### config.mk
export PLATFORM = sky130hd
export DESIGN_NAME = alarm_ringer
export DESIGN_NICKNAME = d
export VERILOG_FILES = /design/src/rtl/alarm_ringer.sv
export SDC_FILE = /design/constraint.sdc
export NUM_CORES = 1
export LEC_CHECK = 0
export ABC_AREA = 1
export BUFFER_PORTS_ARGS = -buffer_cell sky130_fd_sc_hd__buf_2
export CORE_MARGIN = 1.5
export CORE_UTILIZATION = 54
export DETAILED_ROUTE_END_ITERATION = 7
export PLACE_DENSITY_LB_ADDON = 0.3
export SKIP_LAST_GASP = 1
export SYNTH_ARGS = -nofsm -noshare
export SYNTH_HDL_FRONTEND = slang
export SYNTH_SLANG_ARGS = --single-unit
### constraint.sdc
create_clock -name clk -period 2.1 [get_ports clk]
set_input_delay 0.21 -clock clk [delete_from_list [all_inputs] [get_ports clk]]
set_output_delay 0.21 -clock clk [all_outputs]
set_load 0.03 [all_outputs]
### src/rtl/alarm_ringer.sv
// Alarm ringer: compares the running time with the stored alarm time and drives
// the ring/buzzer/snooze outputs, including snooze limits, stop and ring timeout.
module alarm_ringer #(
  parameter int unsigned RING_SECS      = 60,
  parameter int unsigned SNOOZE_SECS    = 300,
  parameter int unsigned MAX_SNOOZE     = 3,
  parameter logic [2:0]  SET_ALARM_MODE = 3'b110
) (
  input  logic       clk,
  input  logic       rst,
  input  logic [2:0] mode,
  input  logic       sec_tick,
  input  logic [4:0] cur_hours,
  input  logic [5:0] cur_minutes,
  input  logic [5:0] cur_seconds,
  input  logic [4:0] a_hours,
  input  logic [5:0] a_minutes,
  input  logic [5:0] a_seconds,
  input  logic       alarm_en,
  input  logic       snooze_btn,
  input  logic       stop_btn,
  output logic       ringing,
  output logic       buzzer,
  output logic       snoozing,
  output logic [2:0] snooze_count
);

  localparam int unsigned CW = 9;
  localparam logic [CW-1:0] RING_LAST = CW'(RING_SECS - 1);
  localparam logic [CW-1:0] SNZ_LAST  = CW'(SNOOZE_SECS - 1);
  localparam logic [2:0]    SNZ_MAX   = 3'(MAX_SNOOZE);

  typedef enum logic [1:0] {IDLE, ARMED, RINGING, SNOOZE} state_t;

  state_t        state, state_d;
  logic [CW-1:0] ring_cnt, ring_cnt_d;
  logic [CW-1:0] snz_cnt, snz_cnt_d;
  logic          buzzer_d;
  logic [2:0]    snooze_count_d;
  logic          match_q, snooze_q, stop_q;
  logic          match, edit_mode, trig, snz_e, stp_e;

  assign match     = (cur_hours == a_hours) && (cur_minutes == a_minutes) &&
                     (cur_seconds == a_seconds);
  assign edit_mode = (mode == SET_ALARM_MODE);
  // Fires only on the first clk of a matching second
  assign trig      = match & ~match_q & ~edit_mode;
  assign snz_e     = snooze_btn & ~snooze_q;
  assign stp_e     = stop_btn & ~stop_q;

  // State and datapath registers
  always_ff @(posedge clk or posedge rst) begin
    if (rst) begin
      state        <= IDLE;
      ring_cnt     <= '0;
      snz_cnt      <= '0;
      buzzer       <= 1'b0;
      ringing      <= 1'b0;
      snoozing     <= 1'b0;
      snooze_count <= '0;
      match_q      <= 1'b0;
      snooze_q     <= 1'b0;
      stop_q       <= 1'b0;
    end else begin
      state        <= state_d;
      ring_cnt     <= ring_cnt_d;
      snz_cnt      <= snz_cnt_d;
      buzzer       <= buzzer_d;
      ringing      <= (state_d == RINGING);
      snoozing     <= (state_d == SNOOZE);
      snooze_count <= snooze_count_d;
      match_q      <= match;
      snooze_q     <= snooze_btn;
      stop_q       <= stop_btn;
    end
  end

  // Next-state logic; disarming overrides everything
  always_comb begin
    state_d = state;
    if (!alarm_en) begin
      state_d = IDLE;
    end else begin
      case (state)
        IDLE:    state_d = ARMED;
        ARMED:   if (trig) state_d = RINGING;
        RINGING: begin
          if (stp_e || edit_mode)                  state_d = ARMED;
          else if (snz_e && snooze_count < SNZ_MAX) state_d = SNOOZE;
          else if (sec_tick && ring_cnt == RING_LAST) state_d = ARMED;
        end
        SNOOZE: begin
          if (stp_e || edit_mode)                  state_d = ARMED;
          else if (sec_tick && snz_cnt == SNZ_LAST) state_d = RINGING;
        end
        default: state_d = IDLE;
      endcase
    end
  end

  // Counter/buzzer updates keyed on the transition being taken
  always_comb begin
    ring_cnt_d     = ring_cnt;
    snz_cnt_d      = snz_cnt;
    buzzer_d       = buzzer;
    snooze_count_d = snooze_count;
    case (state_d)
      RINGING: begin
        if (state != RINGING) begin
          ring_cnt_d = '0;
          buzzer_d   = 1'b1;
        end else if (sec_tick) begin
          ring_cnt_d = ring_cnt + CW'(1);
          buzzer_d   = ~buzzer;
        end
      end
      SNOOZE: begin
        buzzer_d = 1'b0;
        if (state != SNOOZE) begin
          snz_cnt_d      = '0;
          snooze_count_d = snooze_count + 3'd1;
        end else if (sec_tick) begin
          snz_cnt_d = snz_cnt + CW'(1);
        end
      end
      default: begin
        ring_cnt_d     = '0;
        snz_cnt_d      = '0;
        buzzer_d       = 1'b0;
        snooze_count_d = '0;
      end
    endcase
  end

endmodule

==> summary.md, run 1 <==
| Metric | Value |
|---|---|
| Critical Setup Path Class | `reg2reg` |
| Clk Latency, worst-skew pair | `280 ps` |
| Clock power share | `0.385` |
| Top-level port count | `49` |
| Crit path setup slack, layout | `180.1 ps` |
| Starting Density | `0.5645` |
| Synth Area in Adders | `0.01803` |
| Layout area overhead | `20.07%` |
| Die area | `4237 µm²` |
| Post-layout min period | `1920 ps` |
| Top FF cell, synth | `dfrtp_1` |
| Worst R2R End | `snz_cnt[0]` |
| Gp weighted congestion | `0.9781` |
| GR Util All Layers | `0.2426` |
| Number of core rows | `22` |
| Die X | `65.10 µm` |
| Tot Pwr | `about 0.0011 W` |
| Register area share after synthesis | `0.3486` |
| Slew HR | `0.6685` |
| Die Y | `65.10 µm` |
| Syn_nets | `345` |
| CP max-delay cell | `dfrtp_1` |
| Simple-Gate Fraction of Synth Area | `0.4351` |
| Final period util | `0.9143` |
| Synth area leader | `dfrtp_1` |
| Max FO, Critical Path | `5` |
| Max frequency | `520.9 MHz` |
| Pwr dens | `449.4 nW/µm²` |
| Flop pwr share | `0.502` |
| Largest net degree at the start of global routing | `30` |
| Share of layout cells above drive strength 1 | `0.2486` |
| Worst R2R Path Depth | `13` |
| Hold depth | `1` |
| Clock Path Buffers | `2` |
| Total grt overflow | `0` |
| Vias in the first global route | `1,943` |
| Final Max Slew Viols | `0` |
| Synth cell types | `32` |
| Drt initial violations | `98` |
| Port bufs | `48` |
| Crit path required time | `roughly 2300 ps` |
| Outcome | `finished clean` |
| Total Wirelength | `4.521 mm` |
| Leakage Power | `between 1 and 1.5 nW` |
| Post-route ant nets | `0` |
| First-pass GRT wire length | `a little over 8 mm` |
| Antenna diodes | `0` |
| Core box area | `3689 µm²` |
| DPL Wire Length | `3.492 mm` |
| Cell Area, Synth | `2082 µm²` |
| Switch Pwr | `0.0002747 W` |
| DR vias/cell | `4.970` |
| Comb power frac | `0.113` |
| R2R Setup Slk | `180 ps` |
| Nets | `approximately 400` |
| Synth Area in Compound Gates | `0.05168` |
| Final hold violation count | `0` |
| DRC viols | `0` |
| Via count | `2,018` |
| Hold crit path type | `in2reg` |
| # setup viols final | `0` |
| Post-synth EDFFs | `0` |
| Ys async rst share | `1.000` |
| Worst Hold End | `stop_q` |
| Pre-CTS WS | `around 100 ps` |
| Antenna violations before repair | `0` |
| #FFs+latches synth | `29` |
| Largest family of logic cells by synthesized area | `simple AND/OR/NAND/NOR gates` |
| Min-delay src | `stop_btn` |
| CP cell instances | `ha_1 > nand2_1 > nor3_1 > nand3_1 > nand2_1 > o21ai_2 > nand2_2 > nand2_4 > o211ai_2 > buf_4 > nor2_4 > nand2_1 > nand2_1` |
| Maximum vdd ir drop | `0.0004464 V` |
| Unrepaired setup endpoints after global routing | `no` |
| Sw frac | `0.2445` |
| Final Skew | `2.725 ps` |
| Max Cap Viol | `0` |
| Synthesized area per cell | `around 7 µm²` |
| Commonest cells in the netlist | `nand2_1, inv_1, nor2_1` |
| Synth Instances | `299` |
| CTS clk-pin slew, worst paths | `60 ps` |
| CTS root buffer | `clkbuf_8` |
| Post-synthesis xor/xnor area fraction | `0.05469` |
| Setup TNS | `0 ps` |
| Cell with the most instances after synthesis | `nand2_1` |
| Setup crit start kind | `register` |
| R2r startpoint | `ring_cnt[1]` |
| Synth top area cells | `dfrtp_1, nand2_1, inv_1` |
| CP Capture Type | `register` |
| Wire per inst | `11.14 µm` |
| Yosys top cell area share | `0.3486` |
| CP max stage delay | `~380 ps` |
| TritonCTS Buffers | `5` |
| Crit path DAT | `roughly 2100 ps` |
| CTS tree | `built` |
| Worst-margin pin slew | `492.7 ps` |
| Int Power | `0.0008487 W` |
| Synth warn | `0` |
| Clock sinks | `29` |
| Most frequent CP cell | `nand2_1` |
| DRT Pass-1 Iters | `5` |
| Mux contribution to synthesized area | `0` |
| Fin Hold WS | `44.96 ps` |
| CTS H-tree depth | `2` |
## metal layers
metal  vias to the layer above  global-route usage  share of wire
met5                         -                   0              0
met4                         0             0.05729         0.0069
met3                         5             0.06678          0.024
met2                        21              0.4162           0.50
met1                       937              0.3056           0.47
li1                       1055                   -              -
## cell families (layout without fill, tap and decap cells)
logic type               Yosys count  in the layout
flip-flops                        29             29
buffers and inverters             47            106
AND/OR/NAND/NOR                  192            192
AO/OA/AOI/OAI                     15             15
adder cells (fa/ha/maj)            3              3
XOR/XNOR                          13             13
## per-stage QoR
step,utilization,cell area [µm²],cells
3_3_place_gp,0.6479,2390,396
3_5_place_dp,0.6479,2390,396
4_1_cts,0.6730,2482,405
5_1_grt,0.6777,2500,406
2_1_floorplan,-,2082,299
6_report,0.6777,2500,406
## worst max-delay path: cells and delay by family, from the launching register on
family | cells | cell delay [ps]
AOI/OAI and AO/OA | 2 | 270
adders and majority gates | 1 | 200
buffers and inverters | 1 | 200
DFF | 1 | 380
and+or+nand+nor | 9 | 760
## sequential cells by signal, indices dropped and copies added, names as in the netlist
register / cells
ring_cnt: 9
snz_cnt: 9
snooze_count: 3
state: 2
buzzer: 1
match_q: 1
ringing: 1
snooze_q: 1
snoozing: 1
stop_q: 1
## cell type report
cell class	instances	area, µm²
tap	48	60.06
sequential	29	725.7
inverter	43	161.4
timing repair buffer	55	295.3
clock inverter	2	10.01
fill	338	1189
multi-input combinational	223	1175
clock buffer	6	72.57
## placed cells by master (no fill, tap or decap), types with 4 or more instances in the layout
cell type	synthesis	final
nand2_1	93	93
buf_2	0	48
inv_1	40	40
nor2_1	35	35
dfrtp_1	29	29
nand3_1	28	28
xor2_1	8	8
nor3_1	6	6
a21oi_1	6	6
buf_4	2	6
xnor2_1	5	5
nand4_1	5	5
clkbuf_8	0	5
nand2_2	4	4
nand2_4	4	4
or2_2	4	4
## power by group through the flow
stage | Combinational (W) | Clock, W | Sequential, W
2_1_floorplan | 0.0000670 | 0 | 0.000573
3_3_place_gp | 0.000123 | 0 | 0.000574
3_5_place_dp | 0.000126 | 0 | 0.000574
4_1_cts | 0.000128 | 0.000452 | 0.000564
5_1_grt | 0.000148 | 0.000473 | 0.000563
6_report | 0.000127 | 0.000432 | 0.000564
## how the worst max path moves through the flow
stage,startpoint,endpoint,depth (start not counted)
final,ring_cnt[1],snz_cnt[0],13
after global routing,ring_cnt[1],ring_cnt[7],14
after CTS,ring_cnt[0],snz_cnt[0],14
after detailed placement,ring_cnt[0],snz_cnt[8],14
after global placement,ring_cnt[0],snz_cnt[5],14
after floorplan,ring_cnt[0],snooze_count[0],12
## timing repair
item / in CTS / in global routing
buffers inserted: 0 / 1
endpoints found under the hold margin: 29 / 0
gates resized for setup: 0 / 2
hold buffers: 1 / 0
setup endpoints to repair: 0 / 6
Note: power is estimated with default switching activity, not from simulation.
==> run 2, diff against run 1 <==
--- a/config.mk
+++ b/config.mk
@@ -6,10 +6,10 @@
 export NUM_CORES = 1
 export LEC_CHECK = 0
 export ABC_AREA = 1
-export BUFFER_PORTS_ARGS = -buffer_cell sky130_fd_sc_hd__buf_2
 export CORE_MARGIN = 1.5
-export CORE_UTILIZATION = 54
+export CORE_UTILIZATION = 55
 export DETAILED_ROUTE_END_ITERATION = 7
+export DONT_BUFFER_PORTS = 1
 export PLACE_DENSITY_LB_ADDON = 0.3
 export SKIP_LAST_GASP = 1
 export SYNTH_ARGS = -nofsm -noshare
==> summary.md, run 2 (synthesis results as in run 1) <==
| Metric | Value |
|---|---|
| Outcome | `finished clean` |
| Total Wirelength | `4.452 mm` |
| DRC viols | `0` |
| TritonCTS Buffers | `5` |
| # setup viols final | `0` |
| CP Capture Type | `register` |
| Gp weighted congestion | `between 0.8 and 0.9` |
| Post-layout min period | `1944 ps` |
| Crit path DAT | `2160 ps` |
| DPL Wire Length | `3.246 mm` |
| Total grt overflow | `0` |
| Non-filler cells, final | `365` |
| Clock sinks | `29` |
| Sw frac | `0.2234` |
| Core box area | `3661 µm²` |
| Max FO, Critical Path | `8` |
| Crit path setup slack, layout | `156.1 ps` |
| Most frequent cells in the layout | `nand2_1, inv_1, nor2_1` |
| Final Skew | `4.925 ps` |
| Die X | `~65 µm` |
| Nets | `between 300 and 400` |
| Maximum vdd ir drop | `0.0003545 V` |
| Crit path required time | `2310 ps` |
| Max frequency | `slightly above 500 MHz` |
| Clock Path Buffers | `2` |
| Clk Latency, worst-skew pair | `280 ps` |
| Comb power frac | `0.074` |
| First-pass GRT wire length | `just over 8 mm` |
| Slew HR | `0.6726` |
| Hold crit path type | `in2reg` |
| Final hold violation count | `0` |
| DRT Pass-1 Iters | `4` |
| CTS H-tree depth | `2` |
| Final period util | `0.9257` |
| Die area | `4163 µm²` |
| DP Cell Count | `350` |
| Layout area overhead | `13.70%` |
| Largest net degree at the start of global routing | `30` |
| Final Max Slew Viols | `0` |
| Setup crit start kind | `register` |
| Int Power | `0.0008543 W` |
| Switch Pwr | `0.0002458 W` |
| Pre-CTS WS | `86.47 ps` |
| Share of layout cells above drive strength 1 | `0.1514` |
| Worst-margin pin slew | `486.6 ps` |
| Die Y | `64.53 µm` |
| Vias in the first global route | `1,884` |
| Clock power share | `0.414` |
| GR Util All Layers | `0.2428` |
| Antenna violations before repair | `0` |
| Top Registers | `ring_cnt (9), snz_cnt (9), snooze_count (3)` |
| Starting Density | `0.5687` |
| CTS clk-pin slew, worst paths | `approximately 60 ps` |
| Drt initial violations | `130` |
| Fin Hold WS | `108.1 ps` |
| Critical Setup Path Class | `reg2reg` |
| Leakage Power | `about 1.2 nW` |
| Top-level port count | `49` |
| Most common cell after layout, fill and taps aside | `nand2_1` |
| Flop pwr share | `0.513` |
| DR vias/cell | `roughly 5.2` |
| Pwr dens | `464.7 nW/µm²` |
| CTS tree | `built` |
| Number of core rows | `22` |
| Post-route ant nets | `0` |
| Tot Pwr | `0.001100 W` |
| CTS root buffer | `clkbuf_8` |
| Setup TNS | `0 ps` |
| Via count | `1,895` |
| Port bufs | `0` |
| Antenna diodes | `0` |
| Max Cap Viol | `0` |
| Wire per inst | `12.20 µm` |
run 2: cell count changes in the layout (fill, tap and decap cells not counted), moves of 2 or more:
| cell | delta |
|---|---|
| dlygate4sd3_1 | +2 |
| ha_1 | -2 |
| clkinv_2 | -2 |
| buf_4 | +4 |
| buf_2 | -48 |
run 2: critical path, cell delays in order, from the launching register on:
cell and delay, ps:
dfrtp_1 430, ha_4 160, nand2_2 50, nor3_2 100
nand3_1 120, o21ai_2 130, nand2_2 90, nand2_4 120
nand2_4 80, nor2_8 170, nand3_4 130, nand2_4 150
nand2_1 70, nand2_1 70
run 2: cell type report:
type / instances / area (µm²)
fillers: 326 / 1294
multi-input cells: 224 / 1217
flip-flops and latches: 29 / 725.7
inverters: 43 / 161.4
repair buffers: 14 / 116.4
clock buffers: 7 / 86.33
well taps: 48 / 60.06
run 2: metal layers:
layer  wire (µm)  global-route usage  up-vias
met4          29             0.06117        0
met2        2238              0.4089       24
li1            -                   -      975
met5           0                   0        -
met1        2032              0.3177      891
met3         150             0.05382        5
run 2: power by group through the flow:
stage	Clock [W]	Combinational (W)	Sequential, W
2_1_floorplan	0	0.0000670	0.000573
3_5_place_dp	0	0.0000763	0.000574
5_1_grt	0.000490	0.0000976	0.000564
3_3_place_gp	0	0.0000745	0.000574
4_1_cts	0.000473	0.0000809	0.000564
6_report	0.000455	0.0000811	0.000564
run 2: worst paths after layout:
kind,from,end,slack [ps],cells after the start
worst max-delay path,snz_cnt[0],ring_cnt[2],160,13
worst min-delay path,sec_tick,ring_cnt[0],110,3
worst max register to register,snz_cnt[0],ring_cnt[2],160,13
worst min register to register,ring_cnt[3],ring_cnt[3],510,2
max in group asynchronous,rst,snooze_count[1],1380,3
min in group asynchronous,rst,snz_cnt[8],450,3
run 2: what timing repair did:
| action | in CTS | in global routing |
|---|---|---|
| hold buffers | 3 | 0 |
| setup endpoints to repair | 0 | 21 |
| gates resized for setup | 0 | 8 |
| buffers inserted | 0 | 4 |
| endpoints found under the hold margin | 31 | 0 |
run 2: stage by stage:
stage	util	cell area (µm²)
2_1_floorplan	-	2082
3_3_place_gp	0.5913	2165
3_5_place_dp	0.5913	2165
4_1_cts	0.6230	2281
5_1_grt	0.6466	2367
6_report	0.6466	2367
==> run 3, diff against run 2 <==
--- a/config.mk
+++ b/config.mk
@@ -10,7 +10,7 @@
 export CORE_UTILIZATION = 55
 export DETAILED_ROUTE_END_ITERATION = 7
 export DONT_BUFFER_PORTS = 1
-export PLACE_DENSITY_LB_ADDON = 0.3
+export PLACE_DENSITY = 0.7
 export SKIP_LAST_GASP = 1
 export SYNTH_ARGS = -nofsm -noshare
 export SYNTH_HDL_FRONTEND = slang
==> summary.md, run 3 (synthesis results as in run 1) <==
| Metric | Value |
|---|---|
| Largest net degree at the start of global routing | `30` |
| Int Power | `0.0008237 W` |
| Setup TNS | `0 ps` |
| Final hold violation count | `0` |
| Post-route ant nets | `0` |
| Antenna diodes | `0` |
| Final Skew | `8.514 ps` |
| Crit path setup slack, layout | `138.8 ps` |
| CP max-delay cell | `dfrtp_1` |
| Pwr dens | `around 470 nW/µm²` |
| CP cell instances | `ha_2 > nand2_2 > nor3_2 > nand3_1 > nand2_1 > o21ai_2 > nand2_2 > nand2_4 > nand2_4 > nor2_8 > nand3_4 > nand2_4 > nand2_1 > nand2_1` |
| Outcome | `finished clean` |
| DPL Wire Length | `3.176 mm` |
| Clk Latency, worst-skew pair | `290 ps` |
| Worst R2R End | `ring_cnt[1]` |
| Non-filler cells, final | `364` |
| Top-level port count | `49` |
| Die area | `4163 µm²` |
| Slew HR | `0.6623` |
| TritonCTS Buffers | `5` |
| DP Cell Count | `350` |
| Top Registers | `ring_cnt (9), snz_cnt (9), snooze_count (3)` |
| Nets | `361` |
| CTS tree | `built` |
| Clock sinks | `29` |
| CTS H-tree depth | `2` |
| R2r startpoint | `ring_cnt[0]` |
| Grt peak-use layer | `met2` |
| Clock power share | `0.411` |
| Total Wirelength | `between 4 and 5 mm` |
| Flop pwr share | `0.515` |
| Die Y | `64.53 µm` |
| Tot Pwr | `0.001096 W` |
| Vias in the first global route | `1,673` |
| Share of layout cells above drive strength 1 | `0.1582` |
| Clock Path Buffers | `2` |
| GR met1 Demand/Resource | `0.2701` |
| Final Max Slew Viols | `0` |
| CTS root buffer | `clkbuf_8` |
| Die X | `64.53 µm` |
| Crit path DAT | `around 2200 ps` |
| DRC viols | `0` |
| Layout area overhead | `12.92%` |
| Core Util, Final | `0.6422` |
| Met2 GRT Util | `0.3867` |
| DRT Pass-1 Iters | `4` |
| Core box area | `3661 µm²` |
| Port bufs | `0` |
| Leakage Power | `1.248 nW` |
| GR Util All Layers | `0.2251` |
| Max frequency | `509.9 MHz` |
| Gp weighted congestion | `0.9010` |
| Setup crit start kind | `register` |
| Switch Pwr | `0.0002719 W` |
| Maximum vdd ir drop | `roughly 0.00039 V` |
| Hold crit path type | `in2reg` |
| Sw frac | `0.2482` |
| CP max stage delay | `420 ps` |
| Antenna violations before repair | `0` |
| Most frequent cells in the layout | `nand2_1, inv_1, nor2_1` |
| Comb power frac | `0.075` |
| CTS clk-pin slew, worst paths | `70 ps` |
| Post-layout min period | `1961 ps` |
| Most common cell after layout, fill and taps aside | `nand2_1` |
| CP Capture Type | `register` |
| Max FO, Critical Path | `8` |
| Max Cap Viol | `0` |
| First-pass GRT wire length | `7.251 mm` |
| Unrepaired setup endpoints after global routing | `no` |
| Wire per inst | `~12 µm` |
| Number of core rows | `22` |
| Critical Setup Path Class | `reg2reg` |
| M3 GR Usage | `0.05729` |
| Final period util | `0.9339` |
| R2R Setup Slk | `between 100 and 150 ps` |
| Pre-CTS WS | `60.25 ps` |
| Worst Setup EP | `ring_cnt[1]` |
| DR vias/cell | `approximately 5` |
| Drt initial violations | `74` |
| Via count | `1,821` |
| # setup viols final | `0` |
| Worst-margin pin slew | `503.4 ps` |
| Total grt overflow | `0` |
| Critical Path Start | `ring_cnt[0]` |
| Crit path required time | `around 2300 ps` |
| Starting Density | `0.5687` |
| Worst R2R Path Depth | `14` |
run 3: how the worst min path moves through the flow:
stage                     from           to  depth (start not counted)
floorplan           snooze_btn     snooze_q                          0
global placement           rst       buzzer                          2
detailed placement         rst  ring_cnt[1]                          2
CTS                   sec_tick  ring_cnt[0]                          3
global route          sec_tick  ring_cnt[0]                          3
finish                sec_tick  ring_cnt[0]                          3
run 3: stage by stage:
stage | hold WS [ps] | area [µm²]
global route | 113.9 | 2351
finish | 90.16 | 2351
floorplan | 241.4 | 2082
detailed placement | 204.6 | 2165
global placement | 199.5 | 2165
CTS | 88.88 | 2277
run 3: area by class of cell:
| type | instances | area, µm² |
|---|---|---|
| Clock buffer | 6 | 72.57 |
| Clock inverter | 2 | 10.01 |
| Fill cell | 333 | 1310 |
| Inverter | 43 | 161.4 |
| Multi-Input combinational cell | 224 | 1220 |
| Sequential cell | 29 | 725.7 |
| Tap cell | 48 | 60.06 |
| Timing Repair Buffer | 12 | 101.3 |
run 3: metal layers:
layer / vias up / share of wire
li1: 975 / -
met1: 808 / 0.46
met2: 28 / 0.48
met3: 10 / 0.037
met4: 0 / 0.021
met5: - / 0
run 3: worst max-delay path: cells and delay by family (launching register included):
family	cells	cell delay, ps
fa+ha+maj	1	210
simple gates	12	1200
flops	1	420
compound gates	1	60
run 3: power groups by stage:
stage	logic, W	registers, W	clock network (W)
floorplan	0.0000670	0.000573	0
global placement	0.0000750	0.000574	0
detailed placement	0.0000761	0.000574	0
CTS	0.0000810	0.000564	0.000457
global route	0.0000971	0.000564	0.000483
finish	0.0000817	0.000564	0.000450
run 3: timing repair:
item	CTS	global route
gates resized for setup	0	10
endpoints found under the setup margin	0	20
hold buffers	3	0
buffers inserted	0	2
endpoints found under the hold margin	31	0
